$ cat config.mk
export PLATFORM = sky130hd
export DESIGN_NAME = ntt_job_scheduler_flat
export DESIGN_NICKNAME = d
export VERILOG_FILES = /design/src/rtl/ntt_sched_pkg.sv /design/src/rtl/ntt_job_scheduler_if.sv /design/src/rtl/ntt_job_scheduler_rr_arbiter.sv /design/src/rtl/ntt_job_scheduler.sv /design/src/flat_wrapper.sv
export SDC_FILE = /design/constraint.sdc
export NUM_CORES = 1
export LEC_CHECK = 0
export CAP_MARGIN = 20
export CORE_UTILIZATION = 36
export DETAILED_ROUTE_END_ITERATION = 12
export PLACE_DENSITY = 0.88
export SYNTH_ARGS = -nofsm -noshare
export SYNTH_HDL_FRONTEND = slang
export SYNTH_HIERARCHICAL = 1
export SYNTH_SLANG_ARGS = --single-unit
$ cat constraint.sdc
create_clock -name clk -period 2.8 [get_ports clk]
set_clock_uncertainty 0.05 [all_clocks]
set_input_delay 0.42 -clock clk [delete_from_list [all_inputs] [get_ports clk]]
set_output_delay 0.42 -clock clk [all_outputs]
set_load 0.02 [all_outputs]
$ cat src/rtl/ntt_sched_pkg.sv
// rtl/ntt_sched_pkg.sv - shared types and width helpers for the NTT job scheduler
// Contents: scheduler state enum, default parameter values, and width functions
//   for the bank index (clog2(NREQ)) and the watchdog/reset counters.
package ntt_sched_pkg;

  typedef enum logic [2:0] {
    S_IDLE,
    S_ERST,
    S_RUN,
    S_DONE,
    S_ERR
  } state_t;

  localparam int NREQ_DEF = 4;
  localparam int LOGN_DEF = 12;

  // Bank index width, clog2(NREQ).
  function automatic int idx_w(input int nreq);
    return (nreq > 1) ? $clog2(nreq) : 1;
  endfunction

  // Counter width able to hold 0..n-1; covers the watchdog (clog2(TIMEOUT))
  // and the engine reset counter.
  function automatic int cnt_w(input int n);
    return (n > 1) ? $clog2(n) : 1;
  endfunction

endpackage

$ cat src/rtl/ntt_job_scheduler_if.sv
// rtl/ntt_job_scheduler_if.sv - scheduler-to-NTT-engine control interface
// Signals: eng_rst (active-high engine reset), eng_start (start level),
//   eng_intt (direction), eng_q (modulus), eng_bank (memory mux select),
//   eng_finish (engine finish level, held until eng_rst).
// Modports: master = scheduler side, slave = engine side.
interface ntt_job_scheduler_if #(
  parameter int LOGQ  = 64,
  parameter int IDX_W = 2
);
  logic             eng_rst;
  logic             eng_start;
  logic             eng_intt;
  logic [LOGQ-1:0]  eng_q;
  logic [IDX_W-1:0] eng_bank;
  logic             eng_finish;

  modport master (
    output eng_rst, eng_start, eng_intt, eng_q, eng_bank,
    input  eng_finish
  );

  modport slave (
    input  eng_rst, eng_start, eng_intt, eng_q, eng_bank,
    output eng_finish
  );
endinterface

$ cat src/rtl/ntt_job_scheduler_rr_arbiter.sv
// rtl/ntt_job_scheduler_rr_arbiter.sv - combinational round-robin arbiter
// Ports: req (request vector), ptr (highest-priority index) in;
//   win (one-hot winner, zero if no request), win_idx (winner index) out.
module rr_arbiter #(
  parameter int NREQ  = 4,
  parameter int IDX_W = 2
) (
  input  logic [NREQ-1:0]  req,
  input  logic [IDX_W-1:0] ptr,
  output logic [NREQ-1:0]  win,
  output logic [IDX_W-1:0] win_idx
);

  int               j;
  logic [IDX_W-1:0] idx;

  // Walk from the lowest-priority offset up to ptr itself so that the
  // last hit, which overwrites earlier ones, is the first at/after ptr.
  always_comb begin
    win     = '0;
    win_idx = '0;
    j       = 0;
    idx     = '0;
    for (int i = NREQ - 1; i >= 0; i--) begin
      j = int'(ptr) + i;
      if (j >= NREQ) j = j - NREQ;
      idx = IDX_W'(j);
      if (req[idx]) begin
        win      = '0;
        win[idx] = 1'b1;
        win_idx  = idx;
      end
    end
  end

endmodule

$ cat src/rtl/ntt_job_scheduler.sv
// rtl/ntt_job_scheduler.sv - round-robin job controller sharing one NTT engine
// Ports: clk, rst_n (async active-low); req/req_intt/req_q per requester in;
//   grant (one-hot for the whole job), done/err (one-cycle pulses), busy out;
//   eng (master modport): engine reset, start, direction, modulus, bank select,
//   and the engine finish input. All outputs are registered.
module ntt_job_scheduler
  import ntt_sched_pkg::*;
#(
  parameter int NREQ       = NREQ_DEF,
  parameter int LOGQ       = 64,
  parameter int LOGN       = LOGN_DEF,
  parameter int RST_CYCLES = 4,
  parameter int TIMEOUT    = 2 ** (LOGN + 3)
) (
  input  logic                 clk,
  input  logic                 rst_n,
  input  logic [NREQ-1:0]      req,
  input  logic [NREQ-1:0]      req_intt,
  input  logic [NREQ*LOGQ-1:0] req_q,
  output logic [NREQ-1:0]      grant,
  output logic [NREQ-1:0]      done,
  output logic [NREQ-1:0]      err,
  output logic                 busy,
  ntt_job_scheduler_if.master  eng
);

  localparam int BW = idx_w(NREQ);
  localparam int WW = cnt_w(TIMEOUT);
  localparam int RW = cnt_w(RST_CYCLES);

  state_t          state, state_n;
  logic [NREQ-1:0] grant_r, done_r, err_r, win;
  logic            busy_r, rst_r, start_r, intt_r;
  logic [LOGQ-1:0] q_r;
  logic [BW-1:0]   bank_r, ptr, win_idx;
  logic [RW-1:0]   rcnt;
  logic [WW-1:0]   wcnt;

  rr_arbiter #(.NREQ(NREQ), .IDX_W(BW)) u_arb (
    .req     (req),
    .ptr     (ptr),
    .win     (win),
    .win_idx (win_idx)
  );

  // Finish is checked before the watchdog so a finish arriving on the last
  // allowed RUN cycle still counts as a successful job.
  always_comb begin
    state_n = state;
    case (state)
      S_IDLE: if (|req) state_n = S_ERST;
      S_ERST: if (rcnt == RW'(RST_CYCLES - 1)) state_n = S_RUN;
      S_RUN: begin
        if (eng.eng_finish)                 state_n = S_DONE;
        else if (wcnt == WW'(TIMEOUT - 1))  state_n = S_ERR;
      end
      default: state_n = S_IDLE;
    endcase
  end

  // Output registers are loaded from state_n so each output changes on the
  // same edge as the state it belongs to, with no input-to-output path.
  always_ff @(posedge clk or negedge rst_n) begin
    if (!rst_n) begin
      state   <= S_IDLE;
      grant_r <= '0;
      done_r  <= '0;
      err_r   <= '0;
      busy_r  <= 1'b0;
      rst_r   <= 1'b1;
      start_r <= 1'b0;
      intt_r  <= 1'b0;
      q_r     <= '0;
      bank_r  <= '0;
      ptr     <= '0;
      rcnt    <= '0;
      wcnt    <= '0;
    end else begin
      state   <= state_n;
      busy_r  <= (state_n != S_IDLE);
      rst_r   <= (state_n != S_RUN);
      start_r <= (state_n == S_RUN);
      done_r  <= (state_n == S_DONE) ? grant_r : '0;
      err_r   <= (state_n == S_ERR)  ? grant_r : '0;
      case (state)
        S_IDLE: begin
          if (|req) begin
            grant_r <= win;
            bank_r  <= win_idx;
            intt_r  <= req_intt[win_idx];
            q_r     <= req_q[win_idx*LOGQ +: LOGQ];
            rcnt    <= '0;
          end
        end
        S_ERST: begin
          rcnt <= rcnt + 1'b1;
          wcnt <= '0;
        end
        S_RUN: wcnt <= wcnt + 1'b1;
        default: begin
          grant_r <= '0;
          ptr     <= (bank_r == BW'(NREQ - 1)) ? '0 : bank_r + 1'b1;
        end
      endcase
    end
  end

  assign grant         = grant_r;
  assign done          = done_r;
  assign err           = err_r;
  assign busy          = busy_r;
  assign eng.eng_rst   = rst_r;
  assign eng.eng_start = start_r;
  assign eng.eng_intt  = intt_r;
  assign eng.eng_q     = q_r;
  assign eng.eng_bank  = bank_r;

endmodule

$ cat src/flat_wrapper.sv
// flat-port wrapper written by rule: the top's interface ports become plain ports
module ntt_job_scheduler_flat import ntt_sched_pkg::*;
#(
  parameter int NREQ       = NREQ_DEF,
  parameter int LOGQ       = 64,
  parameter int LOGN       = LOGN_DEF,
  parameter int RST_CYCLES = 4,
  parameter int TIMEOUT    = 2 ** (LOGN + 3)
)
  (clk, rst_n, req, req_intt, req_q, grant, done, err, busy, eng_eng_rst, eng_eng_start, eng_eng_intt, eng_eng_q, eng_eng_bank, eng_eng_finish);
  ntt_job_scheduler_if #(.LOGQ(LOGQ), .IDX_W(2)) eng_i ();
  input  logic clk;
  input  logic rst_n;
  input  logic [NREQ-1:0] req;
  input  logic [NREQ-1:0] req_intt;
  input  logic [NREQ*LOGQ-1:0] req_q;
  output logic [NREQ-1:0] grant;
  output logic [NREQ-1:0] done;
  output logic [NREQ-1:0] err;
  output logic busy;
  output wire logic [$bits(eng_i.eng_rst)-1:0] eng_eng_rst;
  output wire logic [$bits(eng_i.eng_start)-1:0] eng_eng_start;
  output wire logic [$bits(eng_i.eng_intt)-1:0] eng_eng_intt;
  output wire logic [$bits(eng_i.eng_q)-1:0] eng_eng_q;
  output wire logic [$bits(eng_i.eng_bank)-1:0] eng_eng_bank;
  input wire logic [$bits(eng_i.eng_finish)-1:0] eng_eng_finish;
  assign eng_eng_rst = eng_i.eng_rst;
  assign eng_eng_start = eng_i.eng_start;
  assign eng_eng_intt = eng_i.eng_intt;
  assign eng_eng_q = eng_i.eng_q;
  assign eng_eng_bank = eng_i.eng_bank;
  assign eng_i.eng_finish = eng_eng_finish;
  ntt_job_scheduler #(.NREQ(NREQ), .LOGQ(LOGQ), .LOGN(LOGN), .RST_CYCLES(RST_CYCLES), .TIMEOUT(TIMEOUT)) u_core (.clk(clk), .rst_n(rst_n), .req(req), .req_intt(req_intt), .req_q(req_q), .grant(grant), .done(done), .err(err), .busy(busy), .eng(eng_i));
endmodule
**Word level (Yosys, flattened, before mapping)**

Index checks and enable logic that the tools add are counted.

- Bits in registers: 104
- Output and inout bits: 82
- Word-level logic and storage cells: 105

- Add/sub/neg operators: 10
- Magnitude comparators: 13
- Equal/unequal tests: 10
- Shifts and indexed selects: 1
- Multiplexer cells: 43
- Bitwise logic cells: 1
- Reductions and logical operators: 14

Operator list:

| cell | number |
|---|---|
| $shiftx 256x9->64 | 1 |
| $pmux 15 s2 | 1 |
| $mux 4 | 7 |
| $mux 2 | 10 |
| $add 15x1->15 const B | 1 |
| $eq 15x15->1 const B | 1 |
| $lt 2x3->1 const B | 5 |
| $mux 3 | 4 |
| $bmux 1 s2 | 5 |
| $eq 3x2->1 const B | 3 |
| $ge 3x3->1 const B | 3 |
| $mux 1 | 9 |
| $pmux 3 s3 | 1 |
| $demux 1 s2 | 4 |
| $ge 2x1->1 const B | 4 |
| $pmux 4 s2 | 1 |
| $sub 2x1->2 const B | 4 |
| $add 2x2->3 const B | 2 |
| $reduce_and 2->1 | 3 |
| $add 2x1->2 const B | 2 |
| $eq 2x2->1 const B | 2 |
| $logic_and 1x1->1 | 4 |
| $pmux 2 s2 | 1 |
| $reduce_bool 2->1 | 2 |
| other kinds (12) | 12 |

**Depth between registers and ports, before layout**

- Depth in word-level cells: 13
- Gate-level depth with buffers: 12

**Hierarchy**

The synthesis kept the hierarchy.

Modules (own cells, without submodules):

| module | times used | cells each | area each (µm²) | seq. area each (µm²) |
|---|---|---|---|---|
| ntt_job_scheduler | 1 | 387 | 5888.1 | 2603.7 |
| rr_arbiter | 1 | 60 | 495.5 | 0.0 |

**Least setup slack after synthesis**

OpenSTA, ideal clock, no wires.

- Path kind: register to register
- From: register u_core.ptr[0]
- To: register u_core.q_r[0], in the netlist u_core/eng.eng_q[0]
- Arrival time: 2.846 ns
- Data required time: 2.625 ns
- Path slack: -0.221 ns
- Cell stages (with the launch flop): 10
- Path buffers: 3
- Cell sequence: dfrtp_1 > buf_6 > mux2_2 > mux2i_1 > nand3_1 > o22ai_1 > buf_6 > buf_4 > mux4_2 > mux2_4

- Cells in the longest elaborated chain, start to end: 10
- Elaborated cells between the ends (all ways): 28
- Those cells by class: add/sub (7); order compare (4); shift (1); mux (16)

Ends and longest elaborated chain:

| item | line | RTL |
|---|---|---|
| start, declared | ntt_job_scheduler.sv:35 | `logic [BW-1:0] bank_r, ptr, win_idx;` |
| start signal, assigned | ntt_job_scheduler.sv:102 | `ptr <= (bank_r == BW'(NREQ - 1)) ? '0 : bank_r + 1'b1;` |
| $add 2x2->3 | ntt_job_scheduler_rr_arbiter.sv:25 | `j = int'(ptr) + i;` |
| $ge 3x3->1 or $sub 2x1->2 (tied branches) | ntt_job_scheduler_rr_arbiter.sv:26 | `if (j >= NREQ) j = j - NREQ;` |
| $mux 2 | ntt_job_scheduler_rr_arbiter.sv:26 |  |
| $bmux 1 s2 | ntt_job_scheduler_rr_arbiter.sv:28 | `if (req[idx]) begin` |
| $mux 1 (not written as such) | ntt_job_scheduler_rr_arbiter.sv:28 |  |
| $mux 2 (3 in series) | ntt_job_scheduler_rr_arbiter.sv:28 |  |
| $mux 2 (*) | ntt_job_scheduler_rr_arbiter.sv:28 |  |
| via u_core.win_idx[0] | ntt_job_scheduler.sv:35 |  |
| $shiftx 256x9->64 (*) | ntt_job_scheduler.sv:91 | `q_r <= req_q[win_idx*LOGQ +: LOGQ];` |
| end signal, assigned | ntt_job_scheduler.sv:91 |  |
| end, declared | ntt_job_scheduler.sv:34 | `logic [LOGQ-1:0] q_r;` |

The timed path passes the listed nets; every way through them passes the cells marked *. The select of a mux whose other input is x is not followed.
A chain may end at the register's enable or synchronous reset.

**Worst setup path after layout**

- From: register u_core.ptr[0]
- To: register u_core.q_r[53], in the netlist u_core/eng.eng_q[53]

The elaborated chain is that of the path after synthesis.

==> run summary <==
Reg2Reg Setup Slack = -0.01 ns
H-Tree Depth = 3
Clock-pin slew on the worst setup and hold paths = 0.07 ns
RSZ-0062 raised after global routing = true
# port buffers = 348
Worst IR Drop VDD = 0.647 mV
Final Slew Violations = 0
Root Driver = clkbuf_16
Clock Sinks = 104
Async set-or-reset flop fraction in the synthesized netlist = 1.00
Power Density = 1060 nW/um^2
Hold Crit Class = input port to asynchronous set/reset pin
Remaining DRCs = 0
Relative slew margins = 0.602
DR vias = 5563
Post-route cell area = 10900 sq um
CP Max Fanout = 11
Via/cell ratio = 5.28
Endpoints failing setup = 4
Wire length per cell = 21.6 um
P_leak = 4.33 nW
Die H = 135 um
Core area = 17300 sq um
Status = complete, but fails checks
PnR worst setup slack = -0.0135 ns
EDFF count, synth = 0
Rows = 48
# fillers = 1317
Clk buf depth = 2
Sum Neg Setup Slack = -0.0223 ns
Critical path arrival = 2.99 ns
Routed Antenna Nets = 0
Final Hold Fails = 0
Reg area = 2610 sq um
Grt total ovfl = 0
Startpoint Class = flip-flop
DP HPWL = 17700 um
Die width = 135 um
Cells after synthesis = 447
Period utilization = 1.00
Post-cts hold buffer count = 0
Max Clock Freq = 0.355 GHz
TritonCTS buffer count = 9
Die area = 18300 sq um
Crit. End Element = flip-flop
Vias in the first global route = 5814
I/O pin total = 349
Seq/Total Area, Yosys = 0.408
GRT Total Usage = 0.242
GPL Wtd Cong = 0.860
Fin crit period = 2.81 ns
First-pass GRT wire length = 32800 um
Fin util = 0.629
Initial antenna violation count = 4
Main synth FF type = dfrtp_1
CTS tree = yes
Multi-input gate area = 3680 sq um
Starting Density = 0.369
Syn Nets = 725
Synthesis Warnings = 6
Most frequent cells in the layout = 343 x clkdlybuf4s50_1, 101 x dfrtp_1, 67 x mux4_2, 44 x mux2_4, 27 x buf_4
Power, Total = 0.0115 W
Post-Route WL = 22700 um
Synth-to-Final Area Change = 70.3%
Worst Setup Path Type = flip-flop to flip-flop
DR iter-0 viols = 242
Synthesis-stage register bit count = 104
Pre-antenna DRT Iters = 5
Avg Inst Size Synth = 14.3 sq um
Largest net degree at the start of global routing = 105
Tightest Pin Transition = 0.598 ns
Distinct cells, synth = 51
Most common cell after layout, fill and taps aside = clkdlybuf4s50_1
Max_cap viols = 0
Fin nets = 1097
Critical Path RT = 2.98 ns
Later-pin clock latency in the skew report = 0.35 ns
Synthesized area = 6380 sq um
Layout cell share with drive strength beyond 1 = 0.263
Failing checks = setup timing
Placed Area = 10400 sq um
[per-stage QoR]
step / hold slack [ns] / std cells / setup slack, ns
3_3_place_gp: 0.417 / 1025 / -0.399
5_1_grt: 0.141 / 1053 / -0.0998
3_5_place_dp: 0.428 / 1025 / -0.504
2_1_floorplan: 0.0744 / 447 / -0.00818
6_report: 0.0714 / 1053 / -0.0135
4_1_cts: 0.109 / 1043 / -0.000686
[synth_stat cells, types with 2 or more instances]
cell type | count | area, sq um
nand3_1 | 9 | 45.0
nand2_1 | 23 | 86.3
buf_6 | 8 | 90.1
mux2_2 | 40 | 450
o211ai_1 | 3 | 22.5
o22ai_1 | 3 | 18.8
o21ai_0 | 18 | 90.1
o31ai_1 | 3 | 22.5
a21o_1 | 2 | 15.0
clkbuf_1 | 5 | 18.8
buf_2 | 10 | 50.1
mux2i_1 | 8 | 80.1
nor4_4 | 2 | 42.5
and3_1 | 6 | 37.5
a22o_1 | 4 | 35.0
a22oi_1 | 8 | 60.1
and2_1 | 5 | 31.3
or4_1 | 2 | 15.0
nand4_1 | 9 | 56.3
mux2_4 | 30 | 450
nor4_1 | 2 | 12.5
and3_2 | 2 | 15.0
ha_1 | 11 | 138
a21oi_1 | 7 | 35.0
nor2_1 | 17 | 63.8
nand2b_1 | 5 | 31.3
inv_1 | 5 | 18.8
nand3b_1 | 2 | 15.0
dfrtp_1 | 103 | 2580
buf_1 | 2 | 7.51
a31oi_1 | 5 | 31.3
buf_4 | 4 | 30.0
mux4_2 | 66 | 1490
[worst paths after layout]
path / from / end / cells after the start
setup reg to reg: u_core/ptr[0] / u_core/eng.eng_q[53] / 9
max in group asynchronous: rst_n / u_core/ptr[0] / 2
min in group clk: u_core/wcnt[11] / u_core/wcnt[11] / 1
hold / removal: rst_n / u_core/wcnt[6] / 2
setup / recovery: u_core/ptr[0] / u_core/eng.eng_q[53] / 9
hold reg to reg: u_core/wcnt[11] / u_core/wcnt[11] / 1
[layer usage]
| metal | up-vias | wire length (um) | global-route usage |
|---|---|---|---|
| met5 | - | 0 | 0 |
| met2 | 234 | 12000 | 0.423 |
| met3 | 22 | 1410 | 0.0479 |
| met4 | 0 | 520 | 0.0899 |
| met1 | 2800 | 8770 | 0.293 |
| li1 | 2507 | - | - |
[critical path, stage by stage, from the launching register on]
cell	delay (ns)
dfrtp_2	0.46
buf_6	0.15
mux2_4	0.32
mux2i_4	0.20
nand3_4	0.11
o22ai_4	0.26
buf_12	0.20
buf_12	0.16
mux4_2	0.52
mux2_4	0.27
[what timing repair did]
action / in CTS / in global routing
cloned: 1 / 2
buffers inserted: 1 / 4
pin swaps: 0 / 0
endpoints found under the setup margin: 60 / 61
gates resized for setup: 8 / 27
[logic make-up (layout without fill, tap and decap cells)]
| logic type | Yosys count | after routing | synth area share |
|---|---|---|---|
| XOR/XNOR | 1 | 1 | 0.00137 |
| buffers and inverters | 34 | 411 | 0.0337 |
| flip-flops | 104 | 104 | 0.408 |
| other | 0 | 4 | 0 |
| adder cells (fa/ha/maj) | 11 | 11 | 0.0216 |
| multiplexers | 145 | 145 | 0.391 |
| AND/OR/NAND/NOR | 93 | 93 | 0.0849 |
| AO/OA/AOI/OAI | 59 | 59 | 0.0600 |
[registers in the layout, summed over array words and instances (netlist names), 2 cells and up]
signal and cells:
u_core/err 4, u_core/grant 4, u_core/wcnt 15, u_core/eng.eng_q 64, u_core/rcnt 2, u_core/done 4, u_core/eng.eng_bank 2, u_core/state 3
u_core/ptr 2
[report_power, final]
group	switching, W	total, W	internal [W]
clock network	0.000573	0.00118	0.000603
logic	0.00323	0.00778	0.00455
registers	0.000447	0.00257	0.00212
[final cells by class]
cell class / count / share of cell area
timing repair buffer: 390 / 0.368
sequential: 104 / 0.240
inverter: 5 / 0.00173
clock inverter: 5 / 0.00322
antenna: 4 / 0.000921
clock buffer: 11 / 0.0214
tap: 225 / 0.0259
multi-input combinational: 309 / 0.339
No activity file was read; power rests on OpenSTA's default activity.
==> edit 1: new RTL, same flow settings <==
Make the reset (`rst_n`) synchronous in one clocked block. Comments in the files are not updated.
--- a/src/rtl/ntt_job_scheduler.sv
+++ b/src/rtl/ntt_job_scheduler.sv
@@ -61,5 +61,5 @@
   // Output registers are loaded from state_n so each output changes on the
   // same edge as the state it belongs to, with no input-to-output path.
-  always_ff @(posedge clk or negedge rst_n) begin
+  always_ff @(posedge clk) begin
     if (!rst_n) begin
       state   <= S_IDLE;
Function: differs if rst_n is asserted again (counterexample within 4 cycles, from zero or initial values and one cycle with rst_n low); with rst_n held inactive, the same outputs for 4 cycles.
==> edit 1 against the unedited design <==
  * Fmax up 2.3%
  * Routed wire length rose by 11%
  * Sequential cell count stayed put
  * Final area shrank 4.8%
  * Area after synthesis down 6.8%
  * Setup slack improved by 63 ps
  * Critical path type is now in -> reg
Power is not compared: it rests on default switching activity, and its combinational part moved more than twofold at a synthesized area within 25%.
==> edit 1: results (changes against the unedited design) <==
----------------------------------------------------
[Synthesis]
  Synth cell types ... 53 (was 51)
  Top area cells in the synthesized netlist ... sky130_fd_sc_hd__dfxtp_1 (35%), sky130_fd_sc_hd__mux4_2 (25%), sky130_fd_sc_hd__nand2_1 (9.4%) (was sky130_fd_sc_hd__dfrtp_1 (40%), sky130_fd_sc_hd__mux4_2 (23%), sky130_fd_sc_hd__mux2_2 (7.1%))
  Share of synthesized flip-flops with an asynchronous set or reset ... 0 (was 1.00)
  Commonest cells in the netlist ... sky130_fd_sc_hd__nand2_1 (149), sky130_fd_sc_hd__dfxtp_1 (104), sky130_fd_sc_hd__a21oi_1 (90) (was sky130_fd_sc_hd__dfrtp_1 (103), sky130_fd_sc_hd__mux4_2 (66), sky130_fd_sc_hd__mux2_2 (40))

[Cells and area]
  Number of nets in the layout ... 1244 (was 1097)
  Fraction of layout instances using a drive strength above 1 ... 0.151 (was 0.263)

[Setup path]
  Worst Reg2Reg Path Length in Cells ... 10 (was 9)
  Largest fanout on the critical path ... 8 (was 11)
  Highest cell delay on the worst timing path ... 540 ps (was 520 ps)
  Worst reg2reg startpoint ... u_core/ptr[0] (unchanged)
  Capturing point of the worst reg2reg path ... u_core/eng.eng_q[23] (was u_core/eng.eng_q[53])
  Arrival time worst endpoint ... 2930 ps (was 2990 ps)
  Reg2Reg Setup Slack ... 80 ps (was -10 ps)

[STA]
  Worst rel slew slack ... 0.598 (was 0.602)

[Global routing]
  Overall track demand over capacity in global routing ... 0.284 (was 0.242)
  Antenna violations before repair ... 10 (was 4)
  Maximum number of pins on one net before global-route repair ... 90 (was 105)
  Global-route wire length before repair ... 35400 um (was 32800 um)

[Outcome]
  Status ... complete, no violations (was finished, violations left)

[Place]
  Post-Place Worst Slack ... -372 ps (was -504 ps)
  Routability cong. ... 0.942 (was 0.860)
  Half-perimeter wire length after placement ... 19300 um (was 17700 um)

[Route]
  1st-pass router iterations ... 4 (was 5)
  Detailed-route wire length per cell ... 21.0 um (was 21.6 um)
  Number of design-rule violations left by the first detailed-router iteration ... 428 (was 242)

----------------------------------------------------
## edit 1: layout make-up
| type | count | area, um^2 |
|---|---|---|
| fillers | 1299 | 5650 |
| repair buffers | 389 | 3960 |
| multi-input cells | 456 | 3660 |
| flip-flops and latches | 104 | 2090 |
| well taps | 216 | 270 |
| clock buffers | 9 | 225 |
| clock inverters | 7 | 87.6 |
| diodes | 11 | 27.5 |
| inverters | 6 | 22.5 |
## edit 1: worst max-delay path by stage
stage                                 endpoint           from  cells after the start
after floorplan            u_core/eng.eng_q[0]  u_core/ptr[0]                     10
after global placement    u_core/eng.eng_q[54]         req[0]                     10
after detailed placement  u_core/eng.eng_q[23]         req[0]                     10
after CTS                 u_core/eng.eng_q[23]         req[0]                     10
after global routing      u_core/eng.eng_q[19]         req[3]                     10
final                     u_core/eng.eng_q[23]         req[3]                     10
## edit 1: timing repair
| item | in CTS | in global routing |
|---|---|---|
| endpoints found under the setup margin | 25 | 50 |
| cloned | 0 | 2 |
| pin swaps | 0 | 1 |
| resized for setup | 1 | 13 |
| setup buffers | 1 | 3 |
## edit 1: power by group
part	internal [mW]	switching (mW)
Clock	0.714	0.639
Sequential	1.58	0.0644
Combinational	0.806	0.558
Total	3.10	1.26
## edit 1: metal layers
metal | part of all wire | wire length, um | global-route usage | vias up
li1 | - | - | - | 2986
met1 | 0.33 | 8330 | 0.288 | 3029
met2 | 0.53 | 13400 | 0.497 | 354
met3 | 0.081 | 2030 | 0.0774 | 75
met4 | 0.055 | 1390 | 0.216 | 0
met5 | 0 | 0 | 0 | -
## edit 1: cell families after synthesis
kind of cell | after synthesis | share of synthesized area
AND/OR/NAND/NOR | 241 | 0.193
flip-flops | 104 | 0.350
adder cells (fa/ha/maj) | 11 | 0.0231
buffers and inverters | 54 | 0.0452
multiplexers | 74 | 0.266
AO/OA/AOI/OAI | 130 | 0.123
## edit 1: worst min-delay path: stages, from the launching register on
cell,delay [ps]
sky130_fd_sc_hd__dfxtp_1,310
sky130_fd_sc_hd__nand2_1,50
sky130_fd_sc_hd__a21oi_1,50
## edit 1: through the flow
stage                     instance area [um^2]  setup TNS [ps]  hold slack (ps)  instances  total power [mW]
final                                    10300               0              404       1198              4.36
after global routing                     10300           -79.3              424       1197              4.54
after CTS                                10200               0              405       1182              4.36
after detailed placement                  9870          -17730              395       1165              3.01
after global placement                    9870          -13820              391       1165              2.98
after floorplan                           5970               0              406        614              2.27
==> edit 2: new RTL, same settings <==
Without the edit above. `LOGN_DEF`: 12 -> 11.
--- a/src/rtl/ntt_sched_pkg.sv
+++ b/src/rtl/ntt_sched_pkg.sv
@@ -13,5 +13,5 @@
 
   localparam int NREQ_DEF = 4;
-  localparam int LOGN_DEF = 12;
+  localparam int LOGN_DEF = 11;
 
   // Bank index width, clog2(NREQ).
Function: same outputs for any inputs over 4 cycles, from zero or initial values and one cycle with rst_n low; that may be too few to reach the edited logic, so the function may still have changed.
==> edit 2 against the unedited design <==
  * The run still ends with negative setup slack left
  * Final area increased by 0.20%
  * Setup slack improved by 5.2 ps
  * Routed wire length up 2.7%
  * Total power is 5.5% higher
  * Global-route usage is 1.9 points higher
  * Sequential cell count decreased by 1
  * Final cell count decreased by 1.1%
  * Area after synthesis shrank 2.7%
  * Largest power group unchanged
  * Highest routed layer unchanged
==> edit 2: results (changes against the unedited design) <==
----------------------------------------------------
[Route]
  Drt via density ... 5.34 (was 5.28)
  Sum of met3 wire segment lengths after detailed routing ... 1280 um (was 1410 um)
  Detailed-route wire length on metal 1 ... 9050 um (was 8770 um)

[Synthesis]
  Post-synthesis average cell area ... 14.3 um^2 (about the same)
  Xor/xnor share of the synthesized area ... 0 (was 0.00137)
  Multiplexer area fraction after synthesis ... 0.392 (was 0.391)
  Synth cell types ... 55 (was 51)
  Seq/Total Area, Yosys ... 0.415 (was 0.408)
  Commonest cells in the netlist ... sky130_fd_sc_hd__dfrtp_1 (102), sky130_fd_sc_hd__mux4_2 (66), sky130_fd_sc_hd__mux2_2 (65) (was sky130_fd_sc_hd__dfrtp_1 (103), sky130_fd_sc_hd__mux4_2 (66), sky130_fd_sc_hd__mux2_2 (40))
  Synthesized-area fraction occupied by ao, oa, aoi and oai cells ... 0.0502 (was 0.0600)
  Share of synthesized cell area in full adder, half adder and majority cells ... 0.0222 (was 0.0216)

[STA]
  Final-report setup violation count ... 1 (was 4)
  Slack of the critical path ... -8.31 ps (was -13.5 ps)
  WHS ... 29.0 ps (was 71.4 ps)

[Power and ir drop]
  Leak Pwr ... 4.29 nW (was 4.33 nW)
  Switching power as a share of total power ... 0.363 (was 0.369)
  Comb. pwr ... 8.21 mW (was 7.78 mW)

[Cells and area]
  Non-clock inverter total of the final layout ... 9 (was 5)
  Final core occ ... 0.652 (was 0.629)
  Multi-input gate count ... 293 (was 309)
  Seq area share ... 0.237 (was 0.240)
  Fill cells ... 1272 (was 1317)
  Final non-clock buffer share ... 0.376 (was 0.368)
  Number of nets in the layout ... 1091 (was 1097)
  Antenna Cells ... 3 (was 4)

[Place]
  Area of placed instances ... 0.0102 mm^2 (was 0.0104 mm^2)
  Routability cong. ... 0.843 (was 0.860)
  Number of placed instances with taps included ... 1009 (was 1025)
  Post-Place Worst Slack ... -418 ps (was -504 ps)
  Half-perimeter wire length after placement ... 17800 um (was 17700 um)

[Global routing]
  Overall track demand over capacity in global routing ... 0.260 (was 0.242)
  GR Layer Usage met1 ... 0.308 (was 0.293)
  Met3 demand-to-capacity share in global routing ... 0.0674 (was 0.0479)
  Global Route met2 Usage ... 0.459 (was 0.423)
  Global-route wire length before repair ... 34200 um (was 32800 um)
  Antenna violations before repair ... 2 (was 4)

[Setup path]
  Arrival time worst endpoint ... 3000 ps (was 2990 ps)
  Capturing point of the worst reg2reg path ... u_core/eng.eng_q[47] (was u_core/eng.eng_q[53])
  Largest fanout on the critical path ... 7 (was 11)

[Outcome]
  Failing checks ... negative setup slack (unchanged)
  Status ... finished, violations left (unchanged)

----------------------------------------------------
## edit 2: cell count changes in the layout (fill, tap and decap cells not counted), sizes merged, moves of 6 or more
cell   delta
o21ai    -10
nor2      -9
inv       +7
nand2     -7
buf       +6
## edit 2: critical path, stage by stage, from the launching register on
cell and delay, ps:
sky130_fd_sc_hd__dfrtp_2 470, sky130_fd_sc_hd__buf_6 140, sky130_fd_sc_hd__mux2_4 310, sky130_fd_sc_hd__mux2i_4 170, sky130_fd_sc_hd__nand3_2 120, sky130_fd_sc_hd__o22ai_4 270, sky130_fd_sc_hd__buf_8 210, sky130_fd_sc_hd__clkbuf_16 170
sky130_fd_sc_hd__mux4_2 500, sky130_fd_sc_hd__mux2_2 290
## edit 2: repair_timing
action	CTS	global route
cloned	3	3
setup endpoints to repair	63	65
resized for setup	15	36
pin swaps	3	3
buffers inserted	8	1
## edit 2: logic make-up after synthesis
family,count (synthesis)
fa+ha+maj,11
flops,103
mux,150
buf+inv,39
simple gates,86
compound gates,46
